--- src/rtl/reg_wb_arbiter.sv ---
// Write-back arbiter for the mips_32 register file: per-source FIFOs, round-robin onto the single write port, RAW scoreboard.
// Optional feature macro: REG_ZERO_PROTECT_EN (requests to register 0 never assert wren).

module reg_wb_fifo #(
   parameter int AW    = 4,
   parameter int DW    = 32,
   parameter int DEPTH = 2
) (
   input  logic                clk,
   input  logic                aclr_n,
   input  logic                i_valid,
   input  logic [AW-1:0]       i_addr,
   input  logic [DW-1:0]       i_data,
   input  logic                i_pop,
   output logic                o_ready,
   output logic                o_head_vld,
   output logic [AW-1:0]       o_head_addr,
   output logic [DW-1:0]       o_head_data,
   output logic [(1<<AW)-1:0]  o_mask
);
   localparam int PW = $clog2(DEPTH);
   localparam int CW = PW + 1;

   logic [AW-1:0] r_addr [DEPTH];
   logic [DW-1:0] r_data [DEPTH];
   logic [PW-1:0] r_wr_ptr;
   logic [PW-1:0] r_rd_ptr;
   logic [CW-1:0] r_cnt;
   logic          r_pushed;
   logic          w_push;
   logic [CW-1:0] w_vis_cnt;

   assign o_ready     = (r_cnt != CW'(DEPTH));
   assign w_push      = i_valid & o_ready;
   // the newest entry stays hidden from the arbiter for one cycle after its push
   assign w_vis_cnt   = r_cnt - {{PW{1'b0}}, r_pushed};
   assign o_head_vld  = (w_vis_cnt != '0);
   assign o_head_addr = r_addr[r_rd_ptr];
   assign o_head_data = r_data[r_rd_ptr];

   always_ff @(posedge clk or negedge aclr_n) begin
      if (!aclr_n) begin
         r_wr_ptr <= '0;
         r_rd_ptr <= '0;
         r_cnt    <= '0;
         r_pushed <= 1'b0;
      end else begin
         r_pushed <= w_push;
         if (w_push) r_wr_ptr <= r_wr_ptr + PW'(1);
         if (i_pop)  r_rd_ptr <= r_rd_ptr + PW'(1);
         r_cnt <= r_cnt + {{PW{1'b0}}, w_push} - {{PW{1'b0}}, i_pop};
      end
   end

   always_ff @(posedge clk) begin
      if (w_push) begin
         r_addr[r_wr_ptr] <= i_addr;
         r_data[r_wr_ptr] <= i_data;
      end
   end

   always_comb begin
      o_mask = '0;
      for (int i = 0; i < DEPTH; i++) begin
         if (CW'(i) < r_cnt) o_mask[r_addr[r_rd_ptr + PW'(i)]] = 1'b1;
      end
   end
endmodule

module reg_wb_arbiter #(
   parameter int AW    = 4,
   parameter int DW    = 32,
   parameter int DEPTH = 2
) (
   input  logic                clk,
   input  logic                aclr_n,
   input  logic                a_valid,
   output logic                a_ready,
   input  logic [AW-1:0]       a_addr,
   input  logic [DW-1:0]       a_data,
   input  logic                b_valid,
   output logic                b_ready,
   input  logic [AW-1:0]       b_addr,
   input  logic [DW-1:0]       b_data,
   output logic                wren,
   output logic [AW-1:0]       wraddress,
   output logic [DW-1:0]       data,
   input  logic [AW-1:0]       rdaddress_1,
   input  logic [AW-1:0]       rdaddress_2,
   output logic                hazard_1,
   output logic                hazard_2,
   output logic [(1<<AW)-1:0]  pending_mask
);
   localparam int NR = 1 << AW;

   logic          w_a_vld, w_b_vld;
   logic [AW-1:0] w_a_addr, w_b_addr;
   logic [DW-1:0] w_a_data, w_b_data;
   logic [NR-1:0] w_a_mask, w_b_mask, w_wr_mask, w_pending;
   logic          w_grant_a, w_grant_b, w_wr_en;
   logic [AW-1:0] w_sel_addr;
   logic [DW-1:0] w_sel_data;
   logic          r_ptr_b;
   logic          r_wren;
   logic [AW-1:0] r_wraddress;
   logic [DW-1:0] r_data;

   reg_wb_fifo #(.AW(AW), .DW(DW), .DEPTH(DEPTH)) u_fifo_a (
      .clk(clk), .aclr_n(aclr_n),
      .i_valid(a_valid), .i_addr(a_addr), .i_data(a_data), .i_pop(w_grant_a),
      .o_ready(a_ready), .o_head_vld(w_a_vld), .o_head_addr(w_a_addr),
      .o_head_data(w_a_data), .o_mask(w_a_mask)
   );

   reg_wb_fifo #(.AW(AW), .DW(DW), .DEPTH(DEPTH)) u_fifo_b (
      .clk(clk), .aclr_n(aclr_n),
      .i_valid(b_valid), .i_addr(b_addr), .i_data(b_data), .i_pop(w_grant_b),
      .o_ready(b_ready), .o_head_vld(w_b_vld), .o_head_addr(w_b_addr),
      .o_head_data(w_b_data), .o_mask(w_b_mask)
   );

   always_comb begin
      w_grant_a  = w_a_vld & (~w_b_vld | ~r_ptr_b);
      w_grant_b  = w_b_vld & (~w_a_vld |  r_ptr_b);
      w_sel_addr = w_grant_a ? w_a_addr : w_b_addr;
      w_sel_data = w_grant_a ? w_a_data : w_b_data;
   end

`ifdef REG_ZERO_PROTECT_EN
   // register 0 writes still burn their slot but never reach the RAM
   assign w_wr_en = (w_sel_addr != '0);
`else
   assign w_wr_en = 1'b1;
`endif

   always_ff @(posedge clk or negedge aclr_n) begin
      if (!aclr_n) begin
         r_ptr_b     <= 1'b0;
         r_wren      <= 1'b0;
         r_wraddress <= '0;
         r_data      <= '0;
      end else if (w_grant_a | w_grant_b) begin
         r_wren      <= w_wr_en;
         r_wraddress <= w_sel_addr;
         r_data      <= w_sel_data;
         r_ptr_b     <= w_grant_a;
      end else begin
         r_wren      <= 1'b0;
      end
   end

   always_comb begin
      w_wr_mask = '0;
      w_wr_mask[r_wraddress] = r_wren;
   end

   assign w_pending = w_a_mask | w_b_mask | w_wr_mask;

`ifdef REG_ZERO_PROTECT_EN
   assign pending_mask = w_pending & ~NR'(1);
`else
   assign pending_mask = w_pending;
`endif

   assign wren      = r_wren;
   assign wraddress = r_wraddress;
   assign data      = r_data;
   assign hazard_1  = pending_mask[rdaddress_1];
   assign hazard_2  = pending_mask[rdaddress_2];
endmodule

--- config.mk ---
export PLATFORM = sky130hd
export DESIGN_NAME = reg_wb_arbiter
export DESIGN_NICKNAME = d
export VERILOG_FILES = /design/src/rtl/reg_wb_arbiter.sv
export SDC_FILE = /design/constraint.sdc
export NUM_CORES = 1
export LEC_CHECK = 0
export CAP_MARGIN = 15
export CORE_UTILIZATION = 40
export DETAILED_ROUTE_END_ITERATION = 8
export PLACE_DENSITY = 0.72
export SKIP_LAST_GASP = 1
export SLEW_MARGIN = 5
export SYNTH_ARGS = -nofsm -noshare
export SYNTH_HDL_FRONTEND = slang
export SYNTH_SLANG_ARGS = --single-unit
export TNS_END_PERCENT = 50
--- constraint.sdc ---
create_clock -name clk -period 2.7 [get_ports clk]
set_input_delay 0.405 -clock clk [delete_from_list [all_inputs] [get_ports clk]]
set_output_delay 0.405 -clock clk [all_outputs]
set_load 0.1 [all_outputs]
; ---- After elaboration in Yosys (flattened, before gate mapping)
; Memories as Yosys holds them, arrays and structs flattened.
; Index checks and enable logic that the tools add are counted.
[op_classes]
addsub = 10
n_lt_le_gt_ge = 16
n_eq_ne = 2
n_mux = 25
bitwise_logic = 15
n_reduce_logical = 7
[ops]
columns = op, n
row1 = $mux 16, 4
row2 = $or 16x16->16, 4
row3 = $lt 4x5->1 const B, 7
row4 = $mux 32, 1
row5 = $demux 1 s4, 5
row6 = $ge 4x1->1 const B, 5
row7 = $and 16x16->16, 1
row8 = $mux 1, 12
row9 = $bmux 1 s4, 2
row10 = $lt 1x2->1 const A, 4
row11 = $sub 2x1->2, 4
row12 = $logic_and 1x1->1, 5
row13 = $add 1x1->1 const B, 4
row14 = $add 2x1->2, 2
row15 = $and 1x1->1, 4
row16 = $mux 4, 1
row17 = $ne 2x2->1 const B, 2
row18 = $reduce_bool 2->1, 2
row19 = $not 1->1, 3
row20 = $or 1x1->1, 3
[totals]
reg_bits = 48
ramBits = 144
inputBits = 84
output_inout_bits = 57
n_memories = 4
[mem_list]
columns = memory, depth, width, rd, rd_ports_with_merged_regs, write_ports, line_no
row1 = u_fifo_a.r_data, 2, 32, 1, 0, 1, 25  ; logic [DW-1:0] r_data [DEPTH];
row2 = u_fifo_b.r_data, 2, 32, 1, 0, 1, 25
row3 = u_fifo_a.r_addr, 2, 4, 2, 0, 1, 24  ; logic [AW-1:0] r_addr [DEPTH];
row4 = u_fifo_b.r_addr, 2, 4, 2, 0, 1, 24

; ---- Logic depth before layout (Yosys ltp)
; An unclocked memory read counts as a cell.
[logic_depth]
depth_word = 12
depth_mapped = 11

; ---- Hierarchy
; From an unflattened synthesis, not the netlist that was laid out.
[hier_totals]
hier_cells = 713
hier_area_um2 = 9187.6
[by_module_without_submodules]
columns = mod, instances, cells_each, area_each_um2
row1 = reg_wb_fifo (u_fifo_b), 1, 207, 3488.3
row2 = reg_wb_fifo (u_fifo_a), 1, 196, 3263.1
row3 = reg_wb_arbiter, 1, 310, 2436.1

; ---- Worst setup path before layout
; OpenSTA, ideal clock, no wires.
[synth_path]
path_kind = reg-to-output
startpoint = reg r_wren, in the netlist wren
endpoint = out hazard_1
t_arrival_ps = 5687
t_required_ps = 2295
slack_ps = -3392
stages_incl_launch_ff = 8
path_cell_list = dfrtp_1 -> or3b_2 -> nor2_1 -> a2111oi_0 -> nand2_1 -> nor3_1 -> o311a_1 -> nor4_1
[synth_between]
elab_chain_len = 4
[synth_rtl]
columns = element, line_no
row1 = from (decl), 104  ; logic r_wren;
row2 = from (signal assigned), 143  ; r_wren <= w_wr_en;
row3 = $and 16x16->16 (no line), -
row4 = $or 16x16->16, 157  ; assign w_pending = w_a_mask | w_b_mask | w_wr_mask;
row5 = net pending_mask[12], 92  ; output logic [(1<<AW)-1:0] pending_mask
row6 = $bmux 1 s4, 168  ; assign hazard_1 = pending_mask[rdaddress_1];
row7 = $mux 1 (not written as such), 168
row8 = to (decl), 90  ; output logic hazard_1,
; The timed path passes the listed nets, and every way through them passes these cells. The select of a mux whose other input is x is not followed.

; ---- Final worst setup path
[layout_path]
startpoint = reg u_fifo_a.r_rd_ptr
endpoint = out hazard_2
[layout_between]
elab_chain_len = 12
elab_cells_between_ends = 19
[layout_rtl]
columns = element, line_no
row1 = from (decl), 27  ; logic [PW-1:0] r_rd_ptr;
row2 = from (signal assigned), 50  ; if (i_pop) r_rd_ptr <= r_rd_ptr + PW'(1);
row3 = $add 1x1->1 / $mem_v2 2x4 (equally long branches), -
row4 = $mem_v2 2x4 *, -
row5 = "$lt 4x5->1 (not written as such), or another cell as far along", 65  ; if (CW'(i) < r_cnt) o_mask[r_addr[r_rd_ptr + PW'(i)]] = 1'b1;
row6 = $logic_and 1x1->1 (not written as such) / $mux 1 (equally long branches), 65
row7 = $mux 1 (not written as such) / $demux 1 s4 (equally long branches), -
row8 = $demux 1 s4 / $mux 16 (equally long branches), -
row9 = $or 16x16->16 (no line), -
row10 = $mux 16 *, 65
row11 = $or 16x16->16 * (2 in series), 157
row12 = $bmux 1 s4 *, 169  ; assign hazard_2 = pending_mask[rdaddress_2];
row13 = $mux 1 (not written as such) *, 169
row14 = to (decl), 91  ; output logic hazard_2,
; Mark *: on every way between the ends. The rest lies on a longest branch, timed or not. The select of a mux whose other input is x is not followed.

==> impl_metrics.json <==
{
  "drt_iter0_markers": 390,
  "worst_slack_ns": -0.601,
  "clock-root-buffer": "clkbuf_16",
  "grt_max_degree": 38,
  "crit_fanout": 8,
  "hold_class": "input port to asynchronous set/reset pin",
  "hold_viol_final": 0,
  "worst_pin_slew_ns": 0.635,
  "critPathCaptureType": "output port",
  "ys_warn_count": 0,
  "cts.path.max_buffers": 2,
  "clkTransAtPathRegs_ns": 0.07,
  "rsz0062_at_grt": "true",
  "clk_latency_ns": 0.42,
  "die_area_sq_um": 21800,
  "syn_area_sq_um": 8490,
  "design.core.area_sq_um": 20500,
  "r2r_slack_ns": 0.65,
  "cp_slowest_stage_delay_ns": 0.46,
  "syn_nets": 736,
  "drtPass1Iterations": 5,
  "synth-async-reset-ratio_pct": 25.0,
  "timing.rr.start": "u_fifo_a.r_cnt[0]",
  "syn2layout_area_growth_pct": 42.4,
  "gp_congestion": 0.998,
  "tritoncts": "yes",
  "path_class": "flop to output port",
  "start_util_pct": 41.4,
  "fill_cells": 1644,
  "worstPathCellList": "buf_12, mux2i_2, or3_4, o221ai_2, nor2_2, a22oi_1, a311oi_2, nor4_4, buf_12",
  "synth_cells": 648,
  "synth_ff_type": "edfxtp_1",
  "drc": 0,
  "ys_seq_elements": 192,
  "finalInstanceArea_sq_um": 12100,
  "start_kind": "flop",
  "dp.cells": 1115,
  "crit_top_cell": "buf_12",
  "cts_inserted_buffers": 17,
  "relSlewSlack_pct": 57.7,
  "violations": "setup timing",
  "antenna_found_initial": 0,
  "grt_pass1_wl_microns": 34400,
  "die_width_microns": 148,
  "grt-ovfl-total": 0,
  "diodes": 0,
  "dpl_cell_area_sq_um": 11000,
  "avgSynthCellArea_sq_um": 13.1,
  "hpwl_microns": 15300,
  "cts.sinks": 192,
  "drive_gt1_share_pct": 31.6,
  "max_cap_violations": 0,
  "ios": 141,
  "skew_ns": 0.00893,
  "port_buffers": 140,
  "synth_seq_area_share_pct": 65.1,
  "r2r-end": "u_fifo_a.r_cnt[1]",
  "htree_num_levels": 4,
  "wl_microns": 22600,
  "crit_slowest_cell": "dfrtp_2",
  "timing.final.crit_share_pct": 122,
  "grt_usage_pct": 20.9,
  "period_minus_slack_ns": 3.30,
  "via_count": 6388,
  "synth_edf_count": 144,
  "final_nets": 963,
  "critical_path_arrival_ns": 2.90,
  "yosysUniqueCellTypes": 51,
  "status": "complete, but fails checks",
  "utilization_pct": 59.0,
  "wl_per_cell_microns": 19.5,
  "setup_viol": 18,
  "post_drt_via_cell_ratio": 5.52,
  "fmax_ghz": 0.303,
  "grt_pass1_vias": 6408,
  "final_cells": 1158,
  "slew_violations": 0,
  "rows": 52,
  "ant_nets": 0,
  "die_h_microns": 148,
  "crit_required_ns": 2.30,
  "r2r_cells": 10
}
per-stage QoR:
stage | hold slack, ns | setup WS, ns | setup TNS [ns]
after CTS | 0.432 | -0.604 | -2.61
after global placement | 0.357 | -0.258 | -0.503
after detailed placement | 0.361 | -0.327 | -0.680
final | 0.438 | -0.601 | -2.97
after floorplan | 0.109 | -0.623 | -1.25
after global routing | 0.455 | -0.689 | -4.92
what timing repair did:
item	in CTS	in global routing
endpoints found under the setup margin	18	18
buffers inserted	6	7
hold endpoints to repair	15	0
gates cloned	0	2
gates resized for setup	43	43
pin swaps	19	19
hold buffers	1	0
sequential cells by signal, summed over array words and instances, names as in the netlist:
signal / cells
data: 32
r_ptr_b: 1
u_fifo_a.r_addr: 8
u_fifo_a.r_cnt: 2
u_fifo_a.r_data: 64
u_fifo_a.r_pushed: 1
u_fifo_a.r_rd_ptr: 1
u_fifo_a.r_wr_ptr: 1
u_fifo_b.r_addr: 8
u_fifo_b.r_cnt: 2
u_fifo_b.r_data: 64
u_fifo_b.r_pushed: 1
u_fifo_b.r_rd_ptr: 1
u_fifo_b.r_wr_ptr: 1
wraddress: 4
wren: 1
routing by layer:
metal	GRT usage (%)	wire length (microns)	share of wire, %
met4	8.04	534	2.4
met5	0	0	0
met3	4.51	1200	5.3
met2	35.6	11500	51
met1	26.0	9400	42
logic make-up (layout without fill, tap and decap cells):
family	after synthesis	count (layout)	synth area share (%)
DFF	192	192	65.1
and+or+nand+nor	164	164	9.67
AOI/OAI and AO/OA	138	138	11.3
muxes	77	77	9.21
buffers and inverters	63	303	3.05
xor gates and xnor gates	10	10	1.03
adders and majority gates	4	4	0.590
placed cells by master, fill, tap and decap left out, types with 6 or more instances in the layout:
cell / instances
nor2_2: 6
nor3_1: 6
clkbuf_16: 18
a31oi_1: 8
o21ai_0: 21
a21oi_1: 23
buf_4: 127
nand3_1: 16
o22ai_1: 16
buf_12: 22
clkdlybuf4s50_1: 82
inv_1: 30
nor2_1: 39
nor3_2: 7
edfxtp_1: 144
xnor2_1: 9
nand2_1: 30
o221ai_1: 17
a22oi_1: 6
mux2i_1: 67
nand3b_1: 6
dfrtp_1: 41
nand3_2: 6
layout make-up:
class                      count  area, sq um  area share, %
clock inverter                11          101          0.839
multi-input combinational    393         3200           26.5
inverter                      31          116          0.963
tap                          270          338           2.80
clock buffer                  21          460           3.81
sequential                   192         5540           45.8
timing repair buffer         240         2320           19.2
cells in the mapped netlist, drive strengths merged (9+ instances only):
library cell	instances	area (sq um)
dfrtp	48	1200
a31oi	9	56.3
nor2	49	184
nor3	14	70.1
o221ai	23	201
nor3b	10	75.1
nand3	22	110
clkbuf	18	67.6
inv	31	116
edfxtp	144	4320
o2111ai	9	78.8
a21oi	24	124
o22ai	19	119
a22oi	9	67.6
xnor2	9	78.8
o21ai	23	115
nand2	33	124
buf	14	75.1
mux2i	71	711
worst max-delay path, delay by kind of cell (launching register included):
kind,cells,cell delay [ns]
AO/OA/AOI/OAI,3,0.59
buffers and inverters,2,0.38
flip-flops,1,0.46
multiplexers,1,0.15
AND/OR/NAND/NOR,3,0.89
worst max path at each step:
stage | from | end | slack, ns | depth (start not counted)
floorplan | u_fifo_a.r_rd_ptr | hazard_1 | -0.62 | 8
global placement | u_fifo_a.r_rd_ptr | hazard_2 | -0.26 | 9
detailed placement | u_fifo_a.r_rd_ptr | hazard_2 | -0.33 | 9
CTS | u_fifo_a.r_rd_ptr | hazard_2 | -0.60 | 9
finish | u_fifo_a.r_rd_ptr | hazard_2 | -0.60 | 9
global route | u_fifo_a.r_rd_ptr | hazard_2 | -0.69 | 9
Power is left out: the tool's default activity adds up to more than one toggle a clock period on the data nets, which glitch-free logic cannot reach.
